--- src/rtl/csr_counter_unit_pkg.sv ---
// Shared types, CSR address map and read-modify-write helpers for csr_counter_unit.
package csr_counter_unit_pkg;

  typedef enum logic [1:0] {
    CSR_OP_NONE  = 2'd0,
    CSR_OP_WRITE = 2'd1,
    CSR_OP_SET   = 2'd2,
    CSR_OP_CLEAR = 2'd3
  } csr_op_t;

  localparam logic [11:0] CSR_MCYCLE        = 12'hB00;
  localparam logic [11:0] CSR_MINSTRET      = 12'hB02;
  localparam logic [11:0] CSR_MHPMCOUNTER3  = 12'hB03;
  localparam logic [11:0] CSR_MCYCLEH       = 12'hB80;
  localparam logic [11:0] CSR_MINSTRETH     = 12'hB82;
  localparam logic [11:0] CSR_MHPMCOUNTER3H = 12'hB83;
  localparam logic [11:0] CSR_MCOUNTINHIBIT = 12'h320;
  localparam logic [11:0] CSR_MHPMEVENT3    = 12'h323;
  localparam logic [11:0] CSR_CYCLE         = 12'hC00;
  localparam logic [11:0] CSR_TIME          = 12'hC01;
  localparam logic [11:0] CSR_INSTRET       = 12'hC02;
  localparam logic [11:0] CSR_HPMCOUNTER3   = 12'hC03;
  localparam logic [11:0] CSR_CYCLEH        = 12'hC80;
  localparam logic [11:0] CSR_TIMEH         = 12'hC81;
  localparam logic [11:0] CSR_INSTRETH      = 12'hC82;
  localparam logic [11:0] CSR_HPMCOUNTER3H  = 12'hC83;

  function automatic logic [31:0] csr_apply(input csr_op_t op, input logic [31:0] old,
                                            input logic [31:0] wdata);
    case (op)
      CSR_OP_WRITE: return wdata;
      CSR_OP_SET:   return old | wdata;
      CSR_OP_CLEAR: return old & ~wdata;
      default:      return old;
    endcase
  endfunction

  // SET/CLEAR with an all-zero mask is a pure read and never modifies state.
  function automatic logic csr_is_write(input csr_op_t op, input logic [31:0] wdata);
    return (op == CSR_OP_WRITE) ||
           (((op == CSR_OP_SET) || (op == CSR_OP_CLEAR)) && (wdata != 32'd0));
  endfunction

endpackage

--- src/rtl/csr_counter_unit_perf_counter.sv ---
// Free-running counter with independently writable low/high halves; a write
// in the same cycle as an increment discards the increment.
module perf_counter #(
  parameter int WIDTH = 64
) (
  input  logic             clk,
  input  logic             reset,
  input  logic             inc,
  input  logic             wr_lo,
  input  logic             wr_hi,
  input  logic [31:0]      wdata,
  output logic [WIDTH-1:0] value
);

  always_ff @(posedge clk) begin
    if (reset) begin
      value <= '0;
    end else if (wr_lo) begin
      value[31:0] <= wdata;
    end else if (wr_hi) begin
      value[WIDTH-1:32] <= wdata[WIDTH-33:0];
    end else if (inc) begin
      value <= value + 1'b1;
    end
  end

endmodule

--- src/rtl/csr_counter_unit.sv ---
// Cycle/instret/HPM counter bank with CSR read/write/set/clear and legality checks.
// Build option: define CSR_HPM_EN to implement mhpmcounter/mhpmevent registers.
module csr_counter_unit
  import csr_counter_unit_pkg::*;
#(
  parameter int COUNTER_WIDTH = 64,
  parameter int NUM_HPM       = 4,
  parameter int NUM_EVENTS    = 8
) (
  input  logic                  clk,
  input  logic                  reset,
  input  logic                  pipe_enable,
  input  logic                  instret_i,
  input  logic [NUM_EVENTS-1:0] event_i,
  input  logic                  csr_valid,
  input  logic [1:0]            csr_op,
  input  logic [11:0]           csr_addr,
  input  logic [31:0]           csr_wdata,
  output logic [31:0]           csr_rdata,
  output logic                  csr_illegal
);

`ifdef CSR_HPM_EN
  localparam int HPM_N = NUM_HPM;
`else
  localparam int HPM_N = 0;
`endif
  localparam int NCNT = 2 + HPM_N;
  localparam int EA   = (HPM_N > 0) ? HPM_N : 1;
  localparam int EW   = $clog2(NUM_EVENTS + 1);
  localparam logic [31:0] INH_MASK = 32'h5 | (((32'd1 << HPM_N) - 32'd1) << 3);

  csr_op_t op;
  assign op = csr_op_t'(csr_op);

  logic [COUNTER_WIDTH-1:0] cnt [NCNT];
  logic [EW-1:0]            evt [EA];
  logic [31:0]              inhibit;
  logic [EA-1:0]            hpm_inc;
  logic [NCNT-1:0]          inc;
  logic [NCNT-1:0]          wr_lo;
  logic [NCNT-1:0]          wr_hi;

  logic        access, commit, illegal, eff_write;
  logic        is_cnt, is_evt, is_inh, shadow, hi;
  int          cidx, eidx;
  logic [11:0] base, eoff;
  logic [4:0]  num;
  logic [63:0] cnt_ext;
  logic [31:0] old, wval;

  // Counter addresses fold B/C ranges and the high-half bit onto a 5-bit index.
  always_comb begin
    base   = csr_addr & 12'hF7F;
    hi     = csr_addr[7];
    num    = csr_addr[4:0];
    eoff   = csr_addr - CSR_MHPMEVENT3;
    is_cnt = 1'b0;
    is_evt = 1'b0;
    is_inh = 1'b0;
    shadow = 1'b0;
    cidx   = 0;
    eidx   = 0;
    if (((base & 12'hFE0) == CSR_MCYCLE) || ((base & 12'hFE0) == CSR_CYCLE)) begin
      shadow = ((base & 12'hFE0) == CSR_CYCLE);
      if ((num == CSR_MCYCLE[4:0]) || ((num == CSR_TIME[4:0]) && shadow)) begin
        is_cnt = 1'b1;
        cidx   = 0;
      end else if (num == CSR_MINSTRET[4:0]) begin
        is_cnt = 1'b1;
        cidx   = 1;
      end else if ((int'(num) >= 3) && (int'(num) < 3 + HPM_N)) begin
        is_cnt = 1'b1;
        cidx   = int'(num) - 1;
      end
    end else if (csr_addr == CSR_MCOUNTINHIBIT) begin
      is_inh = 1'b1;
    end else if ((csr_addr >= CSR_MHPMEVENT3) && (int'(eoff) < HPM_N)) begin
      is_evt = 1'b1;
      eidx   = int'(eoff);
    end

    cnt_ext = '0;
    for (int k = 0; k < NCNT; k++) begin
      if (cidx == k) cnt_ext = 64'(cnt[k]);
    end

    old = '0;
    if (is_cnt) begin
      old = hi ? cnt_ext[63:32] : cnt_ext[31:0];
    end else if (is_evt) begin
      for (int k = 0; k < EA; k++) begin
        if (eidx == k) old = 32'(evt[k]);
      end
    end else if (is_inh) begin
      old = inhibit;
    end

    eff_write = csr_is_write(op, csr_wdata);
    illegal   = (op == CSR_OP_NONE) || !(is_cnt || is_evt || is_inh) || (shadow && eff_write);
    access    = csr_valid && pipe_enable;
    commit    = access && !illegal && eff_write;
    wval      = csr_apply(op, old, csr_wdata);
  end

  always_comb begin
    wr_lo = '0;
    wr_hi = '0;
    for (int k = 0; k < NCNT; k++) begin
      if (commit && is_cnt && (cidx == k)) begin
        wr_lo[k] = !hi;
        wr_hi[k] = hi;
      end
    end
  end

  always_comb begin
    hpm_inc = '0;
    for (int k = 0; k < EA; k++) begin
      for (int e = 0; e < NUM_EVENTS; e++) begin
        if ((int'(evt[k]) == e + 1) && event_i[e] && pipe_enable && !inhibit[3+k])
          hpm_inc[k] = 1'b1;
      end
    end
  end

  logic unused_hpm;
  assign unused_hpm = ^hpm_inc;

  assign inc[0] = !inhibit[0];
  assign inc[1] = instret_i && pipe_enable && !inhibit[2];

  for (genvar g = 0; g < HPM_N; g++) begin : g_hpm_inc
    assign inc[2+g] = hpm_inc[g];
  end

  for (genvar g = 0; g < NCNT; g++) begin : g_cnt
    perf_counter #(.WIDTH(COUNTER_WIDTH)) u_cnt (
      .clk   (clk),
      .reset (reset),
      .inc   (inc[g]),
      .wr_lo (wr_lo[g]),
      .wr_hi (wr_hi[g]),
      .wdata (wval),
      .value (cnt[g])
    );
  end

  // Event selectors are WARL: out-of-range selections are stored as 0.
  always_ff @(posedge clk) begin
    if (reset) begin
      inhibit     <= '0;
      csr_rdata   <= '0;
      csr_illegal <= 1'b0;
      for (int k = 0; k < EA; k++) evt[k] <= '0;
    end else if (access) begin
      csr_illegal <= illegal;
      csr_rdata   <= illegal ? 32'd0 : old;
      if (commit && is_inh) inhibit <= wval & INH_MASK;
      for (int k = 0; k < EA; k++) begin
        if (commit && is_evt && (eidx == k))
          evt[k] <= (wval > 32'(NUM_EVENTS)) ? '0 : wval[EW-1:0];
      end
    end
  end

endmodule

--- config.mk ---
export PLATFORM = sky130hd
export DESIGN_NAME = csr_counter_unit
export DESIGN_NICKNAME = d
export VERILOG_FILES = /design/src/rtl/csr_counter_unit_pkg.sv /design/src/rtl/csr_counter_unit_perf_counter.sv /design/src/rtl/csr_counter_unit.sv
export SDC_FILE = /design/constraint.sdc
export NUM_CORES = 1
export LEC_CHECK = 0
export CAP_MARGIN = 20
export CORE_ASPECT_RATIO = 0.9
export CORE_MARGIN = 2
export CORE_UTILIZATION = 55
export CTS_CLUSTER_SIZE = 8
export DETAILED_ROUTE_END_ITERATION = 7
export DONT_BUFFER_PORTS = 1
export HOLD_SLACK_MARGIN = 0.1
export PLACE_DENSITY = 0.76
export SETUP_SLACK_MARGIN = 0.02
export SLEW_MARGIN = 20
export SYNTH_ARGS = -nofsm -noshare
export SYNTH_HDL_FRONTEND = slang
export SYNTH_SLANG_ARGS = --single-unit
export TNS_END_PERCENT = 1
--- constraint.sdc ---
create_clock -name clk -period 4.2 [get_ports clk]
set_clock_uncertainty 0.2 [all_clocks]
set_input_delay 1.05 -clock clk [delete_from_list [all_inputs] [get_ports clk]]
set_output_delay 1.05 -clock clk [all_outputs]
set_load 0.05 [all_outputs]
# Word-level counts from Yosys, hierarchy flattened
# Index checks and enable logic that the tools add are counted.
# totals
regBits	163
inputBits	59
output_inout_bits	33
elab_cells	95
# classes
bitwise	5
add_sub_neg	3
n_mux	30
n_reduce_logical	35
magnitude_cmp	2
eq_ne	13
# ops
operator	count
$mux 32	13
$mux 64	4
$add 64x1->64 const B	2
$pmux 32 s3	1
$and 32x32->32	1
$eq 32x2->1 const B	1
$logic_not 32->1	1
$not 32->32	1
$or 32x32->32	1
$reduce_bool 32->1	1
$logic_and 1x1->1	13
$eq 12x10->1 const B	1
$eq 6x6->1 const B	2
$mux 1	11
$reduce_and 2->1	5
$ne 2x1->1 const B	4
$logic_or 1x1->1	7
$sub 5x1->6 const B	1
$eq 5x1->1 const B	1
$eq 5x2->1 const B	1
$ge 5x2->1 const B	1
$logic_not 5->1	1
$lt 5x2->1 const B	1
$eq 2x2->1 const B	2
6 further kinds	11

# Logic depth before layout (Yosys ltp)
# logic_depth
depth_word	18
ltp_mapped	13
depth_no_buf	10

# Hierarchy
# A second synthesis with hierarchy kept.
# hier_totals
cells_unflattened	1503
area_unflattened_um2	11907.7
# modules_own_cells
module	instances	seq_area_each_um2	cells_per_inst	area_per_inst_um2
perf_counter	2	1281.2	577	4342.9
csr_counter_unit	1	700.7	349	3221.8

# Worst setup path before layout
# No wires, ideal clock.
# synth_timing
kind	input to register
startpoint	in csr_addr[0]
endpoint	reg g_cnt[1].u_cnt.value[54]
required_time_ns	3.870
setup_time_ns	0.130
path_slack_ns	0.394
stages	11
path_buffers	1
arrival_time_ns	3.476
path_cell_list	inv_1 ha_1 or4b_1 a211o_1 o31a_2 a211oi_4 a21oi_1 buf_2 mux2_1 a31oi_1 o31ai_1
# synth_via
elab_chain_len	18
elab_cells_between_ends	44
cone_classes	add/sub: 1; order compare: 2; eq/ne: 4; mux: 18; bitwise: 3; reduce/logical: 16
# synth_rtl
item	line_no	text
start: declaration	csr_counter_unit.sv:17	input logic [11:0] csr_addr,
branches (longest 18 deep; another with $ge 5x2->1)	--	
end signal: indexed assignment	csr_counter_unit_perf_counter.sv:21	value[WIDTH-1:32] <= wdata[WIDTH-33:0];
end signal: assignment	csr_counter_unit_perf_counter.sv:23	value <= value + 1'b1;
end: declaration	csr_counter_unit_perf_counter.sv:12	output logic [WIDTH-1:0] value
# Several ways; the timed one is not identified.
# A chain may end at the register's enable or synchronous reset.

# Worst setup path after layout
# layout_timing
startpoint	in csr_addr[0]
endpoint	reg g_cnt[0].u_cnt.value[42]
# layout_via
elab_chain_len	18
elab_cells_between_ends	44
cone_classes	add/sub: 1; order compare: 2; eq/ne: 5; mux: 18; bitwise: 3; reduce/logical: 15
# layout_rtl
item	line_no
branches (longest 18 deep; another with $ge 5x2->1)	--
end signal: indexed assignment	csr_counter_unit_perf_counter.sv:21
end signal: assignment	csr_counter_unit_perf_counter.sv:23
end: declaration	csr_counter_unit_perf_counter.sv:12
# Several ways; the timed one is not identified.

==> impl_metrics.json <==
{
  "run_status": "complete, no violations",
  "antenna_found_initial": 1,
  "ys_seq_elements": 163,
  "fp-row-count": 51,
  "drive_above_1_share_pct": 13.33,
  "chipHeight_um": 144.3,
  "area.growth.synth_to_final_pct": 11.66,
  "layout.cells.most_common_list": "163 x sky130_fd_sc_hd__dfxtp_1, 122 x sky130_fd_sc_hd__nor2_1, 120 x sky130_fd_sc_hd__a21oi_1",
  "totalNegativeSetupSlack_ps": 0,
  "initial_utilization_pct": 55.75,
  "ctsHoldBuffers": 0,
  "worst_setup_path_start_kind": "input port",
  "synth-edff-count": 0,
  "slew_headroom_pct": 33.81,
  "fmax_mhz": 257.8,
  "first_iter_violations": 2399,
  "cts_sinks": 163,
  "layout_min_cycle_time_ps": 3879,
  "grt_pass1_vias": 12240,
  "total_leakage_power_nw": 4.587,
  "floorplan.die_area_um2": 23060,
  "post_cts.resized_instances": 0,
  "timing_worst_slew_pin_value_ps": 986.8,
  "power_density_nw_per_um2": 271.2,
  "gr-usage-all-layers_pct": 44.12,
  "setup.worst_path.end_class": "flop",
  "path_max_fanout": 7,
  "post_synth_instance_area_um2": 12020,
  "synth_warnings": 0,
  "grt_pass1_wl_um": 76640,
  "cp.arrival_ps": 4050,
  "place_inst": 1845,
  "tritoncts.num_buffers": 17,
  "place_congestion": 1.042,
  "timing.setup.critical_path_class": "input port to flop",
  "wl_met1_um": 20110,
  "hold_violations": 0,
  "synth_flop_cell": "sky130_fd_sc_hd__dfxtp_1",
  "finalNonFillerCells": 1874,
  "wire_length_per_cell_after_detailed_routing_um": 27.87,
  "cts_tree": "built",
  "grt_overflow_total": 0,
  "async_flop_share_pct": 0,
  "remaining_drc_errors": 0,
  "nets": 1639,
  "grt_setup_unrepaired": "false",
  "clkLatencyLatePin_ps": 450,
  "clk_root_buffer_cell": "sky130_fd_sc_hd__clkbuf_16",
  "worst_hold_path_type": "flop to flop",
  "worst-r2r-setup-slack_ps": 890,
  "sequential_fraction_of_the_synthesis_area_pct": 27.14,
  "clock_tree.buffer_depth": 2,
  "die_width_um": 159.9,
  "io_pins": 92,
  "totalWireLength_um": 52230,
  "ant_nets": 0,
  "post_drt_via_cell_ratio": 7.478,
  "net_count_after_synthesis": 1632,
  "finalSetupViolCount": 0,
  "met2_length_um": 20710,
  "htree_levels": 4,
  "maxCapViolCount": 0,
  "ys_types": 89,
  "vias": 14010,
  "clk_pin_slew_worst_paths_ps": 70,
  "met3_routed_wl_um": 8060,
  "largest_net_degree_at_the_start_of_global_routing": 112,
  "port_buffer_count": 0,
  "detailed_place_hpwl_um": 37240,
  "drt-pass1-iter-count": 6,
  "num_antenna_cells": 0,
  "highest_layer": "met4",
  "power.ir.vdd_worst_mv": 0.2140,
  "postCtsSetupRepairBufs": 0,
  "core_region_area_um2": 21570,
  "final-max-slew-violation-count": 0,
  "post-route-period-util_pct": 92.36,
  "synth_cells": 1566,
  "worstPathRequired_ps": 4370,
  "layout_commonest_cell": "sky130_fd_sc_hd__dfxtp_1",
  "syn-mean-instance-area_um2": 7.678
}
[final timing paths]
| path | depth (start not counted) | from | to |
|---|---|---|---|
| worst max-delay path | 13 | csr_addr[0] | g_cnt[0].u_cnt.value[42] |
| worst min-delay path | 2 | g_cnt[0].u_cnt.value[63] | g_cnt[0].u_cnt.value[63] |
| worst max register to register | 8 | g_cnt[0].u_cnt.value[8] | g_cnt[0].u_cnt.value[60] |
| worst min register to register | 2 | g_cnt[0].u_cnt.value[63] | g_cnt[0].u_cnt.value[63] |
[logic make-up after synthesis]
group,synth area share (%)
simple gates,26.29
compound gates,29.06
flops,27.14
buf+inv,4.839
mux,7.066
xor+xnor,4.880
fa+ha+maj,0.7284
[cell usage after synthesis, types with 8 or more instances]
library cell               instances  area [µm²]
sky130_fd_sc_hd__a31o_2            8       70.07
sky130_fd_sc_hd__a22oi_1          19       142.6
sky130_fd_sc_hd__xnor2_1          46       402.9
sky130_fd_sc_hd__a211oi_1         43       322.8
sky130_fd_sc_hd__nor4_1           35       219.0
sky130_fd_sc_hd__a31oi_1          19       118.9
sky130_fd_sc_hd__nor2_1          122       457.9
sky130_fd_sc_hd__mux2_2           29       326.6
sky130_fd_sc_hd__mux2i_1          50       500.5
sky130_fd_sc_hd__xor2_1           21       183.9
sky130_fd_sc_hd__or2_2            10       62.56
sky130_fd_sc_hd__clkbuf_1         79       296.5
sky130_fd_sc_hd__and4_1           25       219.0
sky130_fd_sc_hd__nand2b_1          9       56.30
sky130_fd_sc_hd__a221oi_1         10       87.58
sky130_fd_sc_hd__o211a_1          13       130.1
sky130_fd_sc_hd__o31a_1           17       148.9
sky130_fd_sc_hd__and2_1           18       112.6
sky130_fd_sc_hd__o22ai_1          53       331.6
sky130_fd_sc_hd__and3_1           32       200.2
sky130_fd_sc_hd__o211ai_1         23       172.7
sky130_fd_sc_hd__or3_1            14       87.58
sky130_fd_sc_hd__buf_2            27       135.1
sky130_fd_sc_hd__nand3_1          71       355.3
sky130_fd_sc_hd__o31ai_1          12       90.09
sky130_fd_sc_hd__a21oi_1         120       600.6
sky130_fd_sc_hd__nand2_1         117       439.2
sky130_fd_sc_hd__inv_1            26       97.59
sky130_fd_sc_hd__dfxtp_1         163        3263
sky130_fd_sc_hd__o21ai_0          82       410.4
sky130_fd_sc_hd__nor3_1           39       195.2
sky130_fd_sc_hd__nand4_1          54       337.8
[metal layers]
| layer | GRT usage [%] | vias up |
|---|---|---|
| met2 | 63.55 | 1157 |
| met4 | 23.52 | 0 |
| met5 | 0 | - |
| met3 | 14.80 | 204 |
| li1 | - | 6031 |
| met1 | 58.42 | 6622 |
[flip-flops by register name, summed over array words and instances (netlist names)]
| name | count |
|---|---|
| csr_illegal | 1 |
| csr_rdata | 32 |
| g_cnt.u_cnt.value | 128 |
| inhibit | 2 |
[worst max-delay path, cell delays in order]
cell                       delay, ps
sky130_fd_sc_hd__inv_1            50
sky130_fd_sc_hd__ha_1            220
sky130_fd_sc_hd__or4b_1          480
sky130_fd_sc_hd__a211o_1         340
sky130_fd_sc_hd__o31a_2          200
sky130_fd_sc_hd__a21oi_2         490
sky130_fd_sc_hd__o211ai_1        140
sky130_fd_sc_hd__buf_4           210
sky130_fd_sc_hd__buf_4           150
sky130_fd_sc_hd__o21ai_0         140
sky130_fd_sc_hd__o21ai_0         170
sky130_fd_sc_hd__buf_4           220
sky130_fd_sc_hd__a211oi_1        190
[per-stage QoR]
step                      cell area [µm²]  hold WS, ps  setup WS (ps)  utilization, %  power, mW
after CTS                           13430        292.7          442.0           62.25      3.617
after global routing                13430        331.6          205.0           62.25      3.703
after detailed placement            12790        274.7         -1.849           59.32      1.884
after global placement              12790        260.4          48.10           59.32      1.881
after floorplan                     12020        243.8          393.8               -      1.797
final                               13430        298.5          321.0           62.25      3.641
[layout make-up]
cell class,count,area [µm²]
timing repair buffer,104,880.8
clock buffer,17,425.4
sequential,163,3263
clock inverter,12,206.4
inverter,27,101.3
fill,1994,8142
tap,291,364.1
multi-input combinational,1260,8185
[report_power, final]
group / switching [mW] / total [mW] / internal (mW) / leakage [nW]
logic: 0.203 / 0.312 / 0.109 / 2.96
registers: 0.00843 / 1.56 / 1.55 / 1.31
clock network: 0.718 / 1.77 / 1.05 / 0.311
total: 0.930 / 3.64 / 2.71 / 4.59
(Power assumes the default switching activity.)
